--- src/rtl/exe_stage_pkg.sv ---
// exe_stage_pkg: shared definitions for the execute stage.
//   ALU_OP_W      width of the one-hot ALU op vector
//   OP_*          bit index of each operation inside that vector
//   es_state_e    execute-stage state encoding
//   op_is_long    true for ops that run the multi-cycle mul/div path
package exe_stage_pkg;

  localparam int ALU_OP_W = 19;

  localparam int OP_ADD   = 0;
  localparam int OP_SUB   = 1;
  localparam int OP_SLT   = 2;
  localparam int OP_SLTU  = 3;
  localparam int OP_AND   = 4;
  localparam int OP_NOR   = 5;
  localparam int OP_OR    = 6;
  localparam int OP_XOR   = 7;
  localparam int OP_SLL   = 8;
  localparam int OP_SRL   = 9;
  localparam int OP_SRA   = 10;
  localparam int OP_LUI   = 11;
  localparam int OP_MUL   = 12;
  localparam int OP_MULH  = 13;
  localparam int OP_MULHU = 14;
  localparam int OP_DIV   = 15;
  localparam int OP_MOD   = 16;
  localparam int OP_DIVU  = 17;
  localparam int OP_MODU  = 18;

  typedef enum logic [1:0] {
    IDLE  = 2'd0,
    BUSY  = 2'd1,
    DRAIN = 2'd2
  } es_state_e;

  function automatic logic op_is_long(input logic [ALU_OP_W-1:0] op);
    return |op[OP_MODU:OP_MUL];
  endfunction

endpackage

--- src/rtl/exe_stage_if.sv ---
// exe_stage_if: bundle of every execute-stage signal except clk/rstn.
//   decode side : ds_to_es_valid, ds_alu_op, ds_src1/2, ds_pc, ds_dest, ds_gr_we, es_allowin
//   alu side    : alu_op, alu_src1/2 (to alu), alu_result, alu_stall (from alu)
//   memory side : ms_allowin, es_to_ms_valid/pc/result/dest/gr_we
//   forwarding  : es_fwd_we/dest/ready/data
//   control     : flush, es_stall_cnt
// Modports: slave = the execute stage itself, master = its surroundings.
interface exe_stage_if
  import exe_stage_pkg::*;
#(
  parameter int CNT_W = 32
) ();

  logic                ds_to_es_valid;
  logic [ALU_OP_W-1:0] ds_alu_op;
  logic [31:0]         ds_src1;
  logic [31:0]         ds_src2;
  logic [31:0]         ds_pc;
  logic [4:0]          ds_dest;
  logic                ds_gr_we;
  logic                es_allowin;

  logic [ALU_OP_W-1:0] alu_op;
  logic [31:0]         alu_src1;
  logic [31:0]         alu_src2;
  logic [31:0]         alu_result;
  logic                alu_stall;

  logic                ms_allowin;
  logic                es_to_ms_valid;
  logic [31:0]         es_to_ms_pc;
  logic [31:0]         es_to_ms_result;
  logic [4:0]          es_to_ms_dest;
  logic                es_to_ms_gr_we;

  logic                es_fwd_we;
  logic [4:0]          es_fwd_dest;
  logic                es_fwd_ready;
  logic [31:0]         es_fwd_data;

  logic                flush;
  logic [CNT_W-1:0]    es_stall_cnt;

  modport slave (
    input  ds_to_es_valid, ds_alu_op, ds_src1, ds_src2, ds_pc, ds_dest, ds_gr_we,
    input  alu_result, alu_stall, ms_allowin, flush,
    output es_allowin, alu_op, alu_src1, alu_src2,
    output es_to_ms_valid, es_to_ms_pc, es_to_ms_result, es_to_ms_dest, es_to_ms_gr_we,
    output es_fwd_we, es_fwd_dest, es_fwd_ready, es_fwd_data, es_stall_cnt
  );

  modport master (
    output ds_to_es_valid, ds_alu_op, ds_src1, ds_src2, ds_pc, ds_dest, ds_gr_we,
    output alu_result, alu_stall, ms_allowin, flush,
    input  es_allowin, alu_op, alu_src1, alu_src2,
    input  es_to_ms_valid, es_to_ms_pc, es_to_ms_result, es_to_ms_dest, es_to_ms_gr_we,
    input  es_fwd_we, es_fwd_dest, es_fwd_ready, es_fwd_data, es_stall_cnt
  );

endinterface

--- src/rtl/exe_stage.sv ---
// exe_stage: execute-stage pipeline register between decode and memory.
// Holds one decoded instruction, feeds the external alu and keeps its operands
// stable across multi-cycle mul/div, hands the result to the memory stage with
// a valid/allowin handshake, publishes forwarding info and drains a divide that
// was in flight when the instruction got flushed.
// Ports:
//   clk    clock
//   rstn   synchronous, active-low reset
//   es_if  exe_stage_if.slave bundle (decode, alu, memory, forwarding, flush, counter)
//
// state | meaning
// IDLE  | no instruction held, ready to accept
// BUSY  | instruction held, alu working or result waiting for the memory stage
// DRAIN | held instruction flushed while alu still stalls; wait for alu to go idle
module exe_stage
  import exe_stage_pkg::*;
#(
  parameter int CNT_W = 32
) (
  input  logic         clk,
  input  logic         rstn,
  exe_stage_if.slave   es_if
);

  localparam logic [CNT_W-1:0] CNT_MAX = {CNT_W{1'b1}};
  localparam logic [CNT_W-1:0] CNT_ONE = {{(CNT_W-1){1'b0}}, 1'b1};

  es_state_e           r_state;
  logic [ALU_OP_W-1:0] r_op;
  logic [31:0]         r_src1;
  logic [31:0]         r_src2;
  logic [31:0]         r_pc;
  logic [4:0]          r_dest;
  logic                r_gr_we;
  logic [CNT_W-1:0]    r_stall_cnt;

  logic w_ready_go;
  logic w_idle;
  logic w_busy;
  logic w_handshake;
  logic w_allowin;
  logic w_accept;

  assign w_ready_go  = ~es_if.alu_stall;
  assign w_idle      = (r_state == IDLE);
  assign w_busy      = (r_state == BUSY);
  assign w_handshake = w_busy & w_ready_go & es_if.ms_allowin;
  assign w_allowin   = ~es_if.flush & (w_idle | w_handshake);
  assign w_accept    = es_if.ds_to_es_valid & w_allowin;

  always_ff @(posedge clk) begin
    if (!rstn) begin
      r_state     <= IDLE;
      r_op        <= '0;
      r_src1      <= '0;
      r_src2      <= '0;
      r_pc        <= '0;
      r_dest      <= '0;
      r_gr_we     <= 1'b0;
      r_stall_cnt <= '0;
    end else begin
      if (w_busy && es_if.alu_stall && (r_stall_cnt != CNT_MAX)) begin
        r_stall_cnt <= r_stall_cnt + CNT_ONE;
      end

      if (w_accept) begin
        r_op    <= es_if.ds_alu_op;
        r_src1  <= es_if.ds_src1;
        r_src2  <= es_if.ds_src2;
        r_pc    <= es_if.ds_pc;
        r_dest  <= es_if.ds_dest;
        r_gr_we <= es_if.ds_gr_we;
      end

      case (r_state)
        IDLE: begin
          if (w_accept) r_state <= BUSY;
        end
        BUSY: begin
          // a flush while the alu is mid mul/div must let the alu finish first
          if (es_if.flush) r_state <= es_if.alu_stall ? DRAIN : IDLE;
          else if (w_handshake) r_state <= w_accept ? BUSY : IDLE;
        end
        DRAIN: begin
          if (!es_if.alu_stall) r_state <= IDLE;
        end
        default: r_state <= IDLE;
      endcase
    end
  end

  assign es_if.es_allowin      = w_allowin;
  // only BUSY drives an op so DRAIN/IDLE never start a spurious mul or div
  assign es_if.alu_op          = w_busy ? r_op : '0;
  assign es_if.alu_src1        = r_src1;
  assign es_if.alu_src2        = r_src2;

  assign es_if.es_to_ms_valid  = w_busy & w_ready_go & ~es_if.flush;
  assign es_if.es_to_ms_pc     = r_pc;
  assign es_if.es_to_ms_result = es_if.alu_result;
  assign es_if.es_to_ms_dest   = r_dest;
  assign es_if.es_to_ms_gr_we  = r_gr_we;

  assign es_if.es_fwd_we       = w_busy & r_gr_we & (r_dest != 5'd0);
  assign es_if.es_fwd_dest     = r_dest;
  assign es_if.es_fwd_ready    = w_ready_go;
  assign es_if.es_fwd_data     = es_if.alu_result;

  assign es_if.es_stall_cnt    = r_stall_cnt;

endmodule
--- src/flat_wrapper.sv ---
// flat-port wrapper written by rule: the top's interface ports become plain ports
module exe_stage_flat import exe_stage_pkg::*;
#(
  parameter int CNT_W = 32
)
  (clk, rstn, es_if_ds_to_es_valid, es_if_ds_alu_op, es_if_ds_src1, es_if_ds_src2, es_if_ds_pc, es_if_ds_dest, es_if_ds_gr_we, es_if_alu_result, es_if_alu_stall, es_if_ms_allowin, es_if_flush, es_if_es_allowin, es_if_alu_op, es_if_alu_src1, es_if_alu_src2, es_if_es_to_ms_valid, es_if_es_to_ms_pc, es_if_es_to_ms_result, es_if_es_to_ms_dest, es_if_es_to_ms_gr_we, es_if_es_fwd_we, es_if_es_fwd_dest, es_if_es_fwd_ready, es_if_es_fwd_data, es_if_es_stall_cnt);
  exe_stage_if #(.CNT_W(CNT_W)) es_if_i ();
  input  logic clk;
  input  logic rstn;
  input wire logic [$bits(es_if_i.ds_to_es_valid)-1:0] es_if_ds_to_es_valid;
  input wire logic [$bits(es_if_i.ds_alu_op)-1:0] es_if_ds_alu_op;
  input wire logic [$bits(es_if_i.ds_src1)-1:0] es_if_ds_src1;
  input wire logic [$bits(es_if_i.ds_src2)-1:0] es_if_ds_src2;
  input wire logic [$bits(es_if_i.ds_pc)-1:0] es_if_ds_pc;
  input wire logic [$bits(es_if_i.ds_dest)-1:0] es_if_ds_dest;
  input wire logic [$bits(es_if_i.ds_gr_we)-1:0] es_if_ds_gr_we;
  input wire logic [$bits(es_if_i.alu_result)-1:0] es_if_alu_result;
  input wire logic [$bits(es_if_i.alu_stall)-1:0] es_if_alu_stall;
  input wire logic [$bits(es_if_i.ms_allowin)-1:0] es_if_ms_allowin;
  input wire logic [$bits(es_if_i.flush)-1:0] es_if_flush;
  output wire logic [$bits(es_if_i.es_allowin)-1:0] es_if_es_allowin;
  output wire logic [$bits(es_if_i.alu_op)-1:0] es_if_alu_op;
  output wire logic [$bits(es_if_i.alu_src1)-1:0] es_if_alu_src1;
  output wire logic [$bits(es_if_i.alu_src2)-1:0] es_if_alu_src2;
  output wire logic [$bits(es_if_i.es_to_ms_valid)-1:0] es_if_es_to_ms_valid;
  output wire logic [$bits(es_if_i.es_to_ms_pc)-1:0] es_if_es_to_ms_pc;
  output wire logic [$bits(es_if_i.es_to_ms_result)-1:0] es_if_es_to_ms_result;
  output wire logic [$bits(es_if_i.es_to_ms_dest)-1:0] es_if_es_to_ms_dest;
  output wire logic [$bits(es_if_i.es_to_ms_gr_we)-1:0] es_if_es_to_ms_gr_we;
  output wire logic [$bits(es_if_i.es_fwd_we)-1:0] es_if_es_fwd_we;
  output wire logic [$bits(es_if_i.es_fwd_dest)-1:0] es_if_es_fwd_dest;
  output wire logic [$bits(es_if_i.es_fwd_ready)-1:0] es_if_es_fwd_ready;
  output wire logic [$bits(es_if_i.es_fwd_data)-1:0] es_if_es_fwd_data;
  output wire logic [$bits(es_if_i.es_stall_cnt)-1:0] es_if_es_stall_cnt;
  assign es_if_i.ds_to_es_valid = es_if_ds_to_es_valid;
  assign es_if_i.ds_alu_op = es_if_ds_alu_op;
  assign es_if_i.ds_src1 = es_if_ds_src1;
  assign es_if_i.ds_src2 = es_if_ds_src2;
  assign es_if_i.ds_pc = es_if_ds_pc;
  assign es_if_i.ds_dest = es_if_ds_dest;
  assign es_if_i.ds_gr_we = es_if_ds_gr_we;
  assign es_if_i.alu_result = es_if_alu_result;
  assign es_if_i.alu_stall = es_if_alu_stall;
  assign es_if_i.ms_allowin = es_if_ms_allowin;
  assign es_if_i.flush = es_if_flush;
  assign es_if_es_allowin = es_if_i.es_allowin;
  assign es_if_alu_op = es_if_i.alu_op;
  assign es_if_alu_src1 = es_if_i.alu_src1;
  assign es_if_alu_src2 = es_if_i.alu_src2;
  assign es_if_es_to_ms_valid = es_if_i.es_to_ms_valid;
  assign es_if_es_to_ms_pc = es_if_i.es_to_ms_pc;
  assign es_if_es_to_ms_result = es_if_i.es_to_ms_result;
  assign es_if_es_to_ms_dest = es_if_i.es_to_ms_dest;
  assign es_if_es_to_ms_gr_we = es_if_i.es_to_ms_gr_we;
  assign es_if_es_fwd_we = es_if_i.es_fwd_we;
  assign es_if_es_fwd_dest = es_if_i.es_fwd_dest;
  assign es_if_es_fwd_ready = es_if_i.es_fwd_ready;
  assign es_if_es_fwd_data = es_if_i.es_fwd_data;
  assign es_if_es_stall_cnt = es_if_i.es_stall_cnt;
  exe_stage #(.CNT_W(CNT_W)) u_core (.clk(clk), .rstn(rstn), .es_if(es_if_i));
endmodule
--- config.mk ---
export PLATFORM = sky130hd
export DESIGN_NAME = exe_stage_flat
export DESIGN_NICKNAME = d
export VERILOG_FILES = /design/src/rtl/exe_stage_pkg.sv /design/src/rtl/exe_stage_if.sv /design/src/rtl/exe_stage.sv /design/src/flat_wrapper.sv
export SDC_FILE = /design/constraint.sdc
export NUM_CORES = 1
export LEC_CHECK = 0
export ABC_CLOCK_PERIOD_IN_PS = 1600
export BUFFER_PORTS_ARGS = -buffer_cell sky130_fd_sc_hd__buf_2
export CORE_AREA = 2 2 152 154
export CTS_BUF_LIST = sky130_fd_sc_hd__clkbuf_8
export CTS_CLUSTER_DIAMETER = 100
export DETAILED_ROUTE_END_ITERATION = 10
export DIE_AREA = 0 0 154 156
export HOLD_SLACK_MARGIN = 0.03
export PLACE_DENSITY = 0.7
export SLEW_MARGIN = 20
export SYNTH_ARGS = -nofsm -noshare
export SYNTH_HDL_FRONTEND = slang
export SYNTH_SLANG_ARGS = --single-unit
--- constraint.sdc ---
create_clock -name clk -period 1.6 [get_ports clk]
set_input_delay 0.32 -clock clk [delete_from_list [all_inputs] [get_ports clk]]
set_output_delay 0.32 -clock clk [all_outputs]
set_load 0.02 [all_outputs]
* Word level (Yosys, flattened, before mapping)
Index checks and enable logic that the tools add are counted. W data, S select, Z words.
Operators by class: eq/ne operators 6, multiplexer cells 8, add/subtract/negate cells 1, multiply operators 0, div/mod/pow operators 0, order comparisons 0, reduce and logical (&&, ||, !) cells 5, bitwise logic cells 10, shifts and indexed selects 0
Operator list (number):
- $add A32 B1 Y32 const B | 1
- $ne A32 B32 Y1 const B | 1
- $mux W19 | 1
- $mux W2 | 5
- $and A1 B1 Y1 | 7
- $pmux W2 S3 | 1
- $reduce_bool A5 Y1 | 1
- $ne A2 B2 Y1 const B | 2
- $ne A3 B3 Y1 const B | 1
- $reduce_and A3 Y1 | 1
- $eq A2 B1 Y1 const B | 1
- $eq A2 B2 Y1 const B | 1
- $logic_and A1 B1 Y1 | 2
- $logic_not A2 Y1 | 1
- $not A1 Y1 | 2
- $mux W1 | 1
- $or A1 B1 Y1 | 1
Storage, ports and cells: memory bits (read-only) 0, memory bits (writable) 0, input port bits 159, bits in latches 0, memories kept 0, register bits after elaboration 155

* Depth between registers and ports, before layout
Gate-level depths: netlist of run 1.
depth after elaboration 10, gate-level depth with buffers 8, mapped depth without buffers 6

* Worst setup path after synthesis of run 1
Ideal clock, no wire load.
kind register -> register, start register u_core.r_stall_cnt[0] (netlist: u_core.es_if.es_stall_cnt[0]), end register u_core.r_stall_cnt[7] (netlist: u_core.es_if.es_stall_cnt[7]), stages on the path, launching flop included 9, path slack -0.333 ns, period minus slack after synthesis 1.933 ns, data required time 1.474 ns, library setup time 0.126 ns, data arrival time 1.807 ns, cells stage by stage dfxtp_1 -> ha_1 -> nand3_1 -> nor3_1 -> nor4b_4 -> buf_6 -> buf_6 -> nor4_2 -> mux2i_1
Between the ends: cells in the longest elaborated chain, start to end 2, elaborated cells between the ends (all ways) 3
Ends and longest elaborated chain:
- start, declared | RTL line exe_stage.sv:35 | logic [CNT_W-1:0] r_stall_cnt;
- start signal, assigned | RTL line exe_stage.sv:63 | r_stall_cnt <= r_stall_cnt + CNT_ONE;
- branches (longest 2 deep; another with $add A32 B1 Y32)
Several ways; the timed one is not identified. A chain may end at the register's enable or synchronous reset.

* Worst setup path after layout of run 1
start register u_core.r_dest[1] (netlist: u_core.es_if.es_fwd_dest[1]), end output port es_if_es_fwd_we
Between the ends: cells in the longest elaborated chain, start to end 2
Ends and longest elaborated chain:
- start, declared | RTL line exe_stage.sv:33 | logic [4:0] r_dest;
- start signal, assigned | RTL line exe_stage.sv:71 | r_dest <= es_if.ds_dest;
- $reduce_bool A5 Y1 | RTL line exe_stage.sv:104 | assign es_if.es_fwd_we = w_busy & r_gr_we & (r_dest != 5'd0);
- $and A1 B1 Y1 | RTL line exe_stage.sv:104
- end, declared | RTL line flat_wrapper.sv:30 | output wire logic [$bits(es_if_i.es_fwd_we)-1:0] es_if_es_fwd_we;
No other way between the ends.

==> impl_metrics.tcl, run 1 <==
set metrics [dict create \
    rsz0062_at_grt "yes" \
    crit_arrival_ns 1.58 \
    num_rows 55 \
    die_w_um 154 \
    ios 385 \
    cts_max_level 4 \
    timing.final.crit_period_ns 1.905 \
    hold_violations 0 \
    num-fill-cells 2224 \
    grt_overflow 0 \
    start_util_pct 29.23 \
    fin_skew_ns 0.02141 \
    syn_inst 817 \
    grt_first_pass_wirelength_um 31440 \
    drc_errors 0 \
    yosysWarnings 0 \
    synth_edf_count 0 \
    cts_tree "yes" \
    outcome "finished, violations left" \
    ys_seq_area_share_pct 47.47 \
    drt_first_pass_iters 7 \
    antenna_cells 0 \
    grt_pass1_vias 6125 \
    ys_ff_latch 155 \
    setup_viol 148 \
    wl_per_cell_um 14.66 \
    drt_iter0_markers 338 \
    avgSynthCellArea_um2 8.000 \
    critPathKind "reg2out" \
    p_per_area_mw_per_mm2 827.4 \
    critPathBufInv 1 \
    track_usage_pct 16.38 \
    clk_latency_ns 0.46 \
    fin_cells 1406 \
    place_inst 1349 \
    place_hpwl_um 14500 \
    nets 1268 \
    drive_gt1_share_pct 46.83 \
    syn-cell-area_mm2 0.006536 \
    cp-start-kind "flop" \
    slew_headroom_pct 73.46 \
    critical_path.max_stage_delay_ns 0.38 \
    critical_path.top_delay_family "simple AND/OR/NAND/NOR gates" \
    crit_path_end_kind "output pin" \
    cts_sinks 155 \
    synth.net_count 977 \
    cp_max_fo 2 \
    vias_per_cell 4.596 \
    synthTopCellsByArea "dfxtp_1 (47%), nand2_1 (15%), a21oi_1 (11%)" \
    cts_buffer_depth 2 \
    numPortBuffers 288 \
    timing.final.ws_setup_ns -0.3048 \
    antenna_found_initial 0 \
    grt_max_degree 59 \
    cp_cell_sequence "or3_1 -> o311a_1 -> buf_6" \
    yosysTopAreaCell "dfxtp_1" \
    leakage_uw 0.004350 \
    async_reset_ff_share_pct 0 \
    placeableCoreArea_mm2 0.02237 \
    clkTransAtPathRegs_ns 0.11 \
    vdd_drop_max_uv 491.8 \
    fin_crit_sh_pct 119.0 \
    fin_setup_tns_ns -12.18 \
    drv_cap 0 \
    gp_congestion 0.8192 \
    totalWireLength_um 20610 \
    hp-class "in2reg" \
    ant_nets 0 \
    fmax_mhz 525.0 \
    die_h_um 156 \
    crit_slowest_cell "or3_1" \
    critPathRequiredTime_ns 1.28 \
    tightest_slew_ns 0.3971 \
    slew_viol_final 0 \
    whs_ns 0.08110 \
    cts_buffers 17 \
    synth_cell_types 44 \
    violations "negative setup slack" \
    vias 6462 \
    die-area_mm2 0.02402 \
    ys.flop_type "dfxtp_1" \
    root_buffer "clkbuf_8" \
    syn2layout_area_growth_pct 47.61 \
    netlist.area_leader.share_pct 47.47 \
]
[tightest hold or removal path, cell delays in order]
cell	delay (ns)
buf_2	0.09
nand2_1	0.04
a21oi_1	0.05
[layout make-up]
class / instances / area, µm² / area share, %
repair buffers: 392 / 2611 / 27.07
inverters: 6 / 25.02 / 0.2594
well taps: 285 / 356.6 / 3.696
clock buffers: 17 / 234.0 / 2.425
multi-input cells: 536 / 3103 / 32.16
clock inverters: 15 / 152.6 / 1.582
flip-flops and latches: 155 / 3166 / 32.81
[layout by cell type (no fill, tap or decap), drive strengths merged, types with 2 or more instances in the layout]
cell / count
a21oi: 140
o211ai: 2
nor4: 6
and4: 4
o21ai: 11
nand3: 10
nor2b: 2
nor3: 4
nand2b: 8
o2111ai: 2
mux2i: 7
dfxtp: 155
o311ai: 2
inv: 16
and3: 3
or4: 6
nand2: 258
clkinv: 4
xor2: 6
buf: 392
nand4: 8
clkbuf: 17
nor4b: 2
or3: 12
nor2: 7
and2: 20
o31ai: 8
[state kept, by name, indices dropped and copies added (netlist names)]
| register | cells |
|---|---|
| u_core.es_if.alu_src1 | 32 |
| u_core.es_if.alu_src2 | 32 |
| u_core.es_if.es_fwd_dest | 5 |
| u_core.es_if.es_stall_cnt | 32 |
| u_core.es_if.es_to_ms_gr_we | 1 |
| u_core.es_if.es_to_ms_pc | 32 |
| u_core.r_op | 19 |
| u_core.r_state | 2 |
[per-stage QoR]
step	utilization, %	worst slack (ns)	area (µm²)	total power, µW
2_1_floorplan	-	-0.09509	6746	4909
3_3_place_gp	37.81	-0.2503	8456	5092
3_5_place_dp	37.81	-0.3291	8456	5107
4_1_cts	41.97	-0.3523	9387	8087
5_1_grt	43.14	-0.3834	9648	8392
6_report	43.14	-0.3048	9648	7982
[kinds of logic (layout without fill, tap and decap cells)]
| kind of cell | count (synthesis) | count (layout) | synth area share, % |
|---|---|---|---|
| AND/OR/NAND/NOR | 353 | 354 | 24.83 |
| buffers and inverters | 127 | 430 | 11.77 |
| flip-flops | 155 | 155 | 47.47 |
| multiplexers | 7 | 7 | 1.072 |
| XOR/XNOR | 6 | 6 | 0.8040 |
| adder cells (fa/ha/maj) | 1 | 1 | 0.1914 |
| AO/OA/AOI/OAI | 168 | 168 | 13.86 |
[routing by layer]
layer / GRT usage, % / vias to the layer above / routed length (µm)
met2: 27.95 / 220 / 10260
met1: 19.32 / 2979 / 8496
li1: - / 3224 / -
met3: 4.667 / 39 / 1327
met5: 0 / - / 0
met4: 6.898 / 0 / 527
[power by group]
| group | internal [µW] | leakage, µW | switching [µW] | total, µW |
|---|---|---|---|---|
| clock network | 1170 | 0.000200 | 1750 | 2920 |
| registers | 3990 | 0.00128 | 72.7 | 4060 |
| logic | 406 | 0.00287 | 596 | 1000 |
| total | 5560 | 0.00435 | 2420 | 7980 |
[path summary, 6_finish.rpt]
path	from	end	slack, ns	depth (start not counted)
max	u_core.es_if.es_fwd_dest[1]	es_if_es_fwd_we	-0.30	3
min	es_if_ds_src1[30]	u_core.es_if.alu_src1[30]	0.08	3
max reg2reg	u_core.es_if.es_stall_cnt[31]	u_core.es_if.es_stall_cnt[5]	-0.26	9
min reg2reg	u_core.r_op[0]	u_core.r_op[0]	0.45	2
[synthesized netlist by cell type (2+ instances only)]
master,instances
and3_1,3
nor2b_1,2
nand2b_1,8
nand4_1,4
dfxtp_1,155
and4_1,3
buf_6,2
inv_1,6
or4_1,6
a21oi_1,140
o21ai_0,11
buf_2,12
xor2_1,6
nand2_1,258
o2111ai_1,2
or3_1,12
nor4_2,2
nand4_2,2
o211ai_1,2
o31ai_1,8
nand3_1,10
mux2i_1,7
nor4_1,4
clkbuf_1,36
nor3_1,2
and2_1,20
buf_4,70
nor2_1,7
nor3_2,2
[timing repair]
item                       4_1_cts  5_1_grt
pin swaps                       31       22
buffers inserted                17        7
setup endpoints to repair       54       56
hold endpoints to repair         0        0
hold buffers                     0        0
gates cloned                     2        0
gates resized for setup        100       48
Note: power is estimated with default switching activity, not from simulation.
==> run 2, diff against run 1 <==
- ABC_CLOCK_PERIOD_IN_PS: 1600 -> 2040
- BUFFER_PORTS_ARGS: -buffer_cell sky130_fd_sc_hd__buf_2 -> -buffer_cell sky130_fd_sc_hd__buf_4
- PLACE_DENSITY: 0.7 -> 0.68
- clock period: 1.6 -> 2.04 ns (I/O delays scaled with it)
==> run 2 against run 1 <==
Against the previous run: the run now ends clean; worst setup slack improved by 0.32 ns; sequential share of layout area increased by 1.2 points; highest routed layer unchanged; via count decreased by 5.1%; worst hold slack improved by 0.091 ns; die area unchanged; largest power group unchanged; total power decreased by 22%; global-route usage decreased by 1.1 points; combinational power decreased by 14%; register-to-register slack improved by 0.37 ns; core utilization decreased by 2.3 points; critical path depth unchanged.
==> impl_metrics.tcl, run 2 (synthesized netlist as in run 1, its figures left out) <==
set metrics [dict create \
    crit_path_end_kind "output pin" \
    cp-start-kind "flop" \
    vias_per_cell 4.580 \
    rr_endpoint "u_core.es_if.es_stall_cnt[13]" \
    timing.final.crit_period_ns 2.022 \
    fin_cells 1339 \
    track_usage_pct 15.26 \
    clkTransAtPathRegs_ns 0.09 \
    gp_congestion 0.7771 \
    critPathRequiredTime_ns 1.63 \
    min_from "es_if_flush" \
    antenna_found_initial 0 \
    numPortBuffers 288 \
    cts_buffer_depth 2 \
    outcome "completed" \
    drt_iter0_markers 326 \
    grt_overflow 0 \
    place_inst 1306 \
    fmax_mhz 494.5 \
    tightest_slew_ns 0.5260 \
    ctsHoldBuffers 0 \
    rsz0062_at_grt "yes" \
    root_buffer "clkbuf_8" \
    final_core_util_pct 40.79 \
    fin_crit_sh_pct 99.13 \
    final_cell_mix "buf_4 (316), nand2_1 (257), dfxtp_1 (152), a21oi_1 (140), and2_1 (19)" \
    grt_pass1_vias 5775 \
    cts_tree "yes" \
    cts_sinks 155 \
    hold_depth 2 \
    vdd_drop_max_uv 350.3 \
    die_h_um 156 \
    totalWireLength_um 19470 \
    cts_max_level 4 \
    leakage_uw 0.003881 \
    slew_viol_final 0 \
    syn2layout_area_growth_pct 39.59 \
    fin_setup_tns_ns 0 \
    cts_buffers 17 \
    drive_gt1_share_pct 36.05 \
    layout_commonest_cell "buf_4" \
    clk_latency_ns 0.44 \
    hold_violations 0 \
    critPathKind "reg2out" \
    die_w_um 154 \
    grt_max_degree 60 \
    hp-class "in2reg" \
    ios 385 \
    antenna_cells 0 \
    slew_headroom_pct 64.93 \
    start_util_pct 29.23 \
    grt_first_pass_wirelength_um 29410 \
    reg2reg_slack_ns 0.11 \
    nets 1202 \
    placeableCoreArea_mm2 0.02237 \
    cp_max_fo 2 \
    num_rows 55 \
    ff2ff_path_depth 7 \
    min_to "u_core.r_state[0]" \
    drc_errors 0 \
    wl_per_cell_um 14.54 \
    place_hpwl_um 13870 \
    crit_arrival_ns 1.61 \
    p_per_area_mw_per_mm2 683.7 \
    fin_skew_ns 0.01345 \
    drv_cap 0 \
    vias 6132 \
    drt_first_pass_iters 4 \
    setup_viol 0 \
    r2r_start "u_core.es_if.es_stall_cnt[0]" \
    ant_nets 0 \
    die-area_mm2 0.02402 \
]
run 2: cell types whose count changed in the layout (fill, tap and decap cells not counted), sizes merged:
cell	before	now
buf	392	326
clkinvlp	1	6
inv	16	12
clkinv	4	1
clkbuf	17	19
nand4	8	7
run 2: worst max-delay path: stages, from the launching register on:
cell and delay, ns:
dfxtp_2 0.35, or3_1 0.38, o311a_1 0.31, buf_6 0.14
run 2: worst max path at each step:
stage	startpoint	endpoint	slack [ns]
after global placement	es_if_alu_stall	u_core.es_if.es_stall_cnt[25]	0.04
after global routing	u_core.es_if.es_fwd_dest[4]	es_if_es_fwd_we	-0.06
final	u_core.es_if.es_fwd_dest[4]	es_if_es_fwd_we	0.02
after CTS	u_core.es_if.es_fwd_dest[4]	es_if_es_fwd_we	-0.006
after floorplan	u_core.es_if.es_stall_cnt[0]	u_core.es_if.es_stall_cnt[7]	0.11
after detailed placement	es_if_alu_stall	u_core.es_if.es_stall_cnt[31]	-0.005
run 2: cell type report:
type | count | area, µm²
Timing Repair Buffer | 327 | 2562
Multi-Input combinational cell | 535 | 2716
Tap cell | 285 | 356.6
Inverter | 6 | 25.02
Fill cell | 2343 | 13240
Sequential cell | 155 | 3107
Clock buffer | 18 | 247.7
Clock inverter | 13 | 108.9
run 2: per-stage QoR:
stage	cell area, µm²	worst slack (ns)	power (µW)	hold slack [ns]
2_1_floorplan	6536	0.1068	3843	0.4317
3_3_place_gp	8698	0.04253	4118	0.4381
3_5_place_dp	8698	-0.004722	4134	0.4434
4_1_cts	9064	-0.005867	6356	0.1333
5_1_grt	9124	-0.06353	6566	0.1213
6_report	9124	0.01771	6238	0.1718
run 2: timing repair:
action / 4_1_cts / 5_1_grt
buffers inserted: 0 / 1
setup endpoints to repair: 2 / 16
gates resized for setup: 3 / 10
cloned: 0 / 1
pin swaps: 0 / 1
run 2: report_power, final:
group / switching, µW / internal, µW / leakage, µW
registers: 59.4 / 3140 / 0.00126
clock network: 1290 / 897 / 0.000163
logic: 455 / 402 / 0.00245
run 2: routing by layer:
metal	up-vias	GRT usage (%)	wire length, µm
met3	28	5.194	1437
met2	207	26.27	9567
met4	0	5.207	365
met5	-	0	0
met1	2810	17.76	8101
li1	3087	-	-
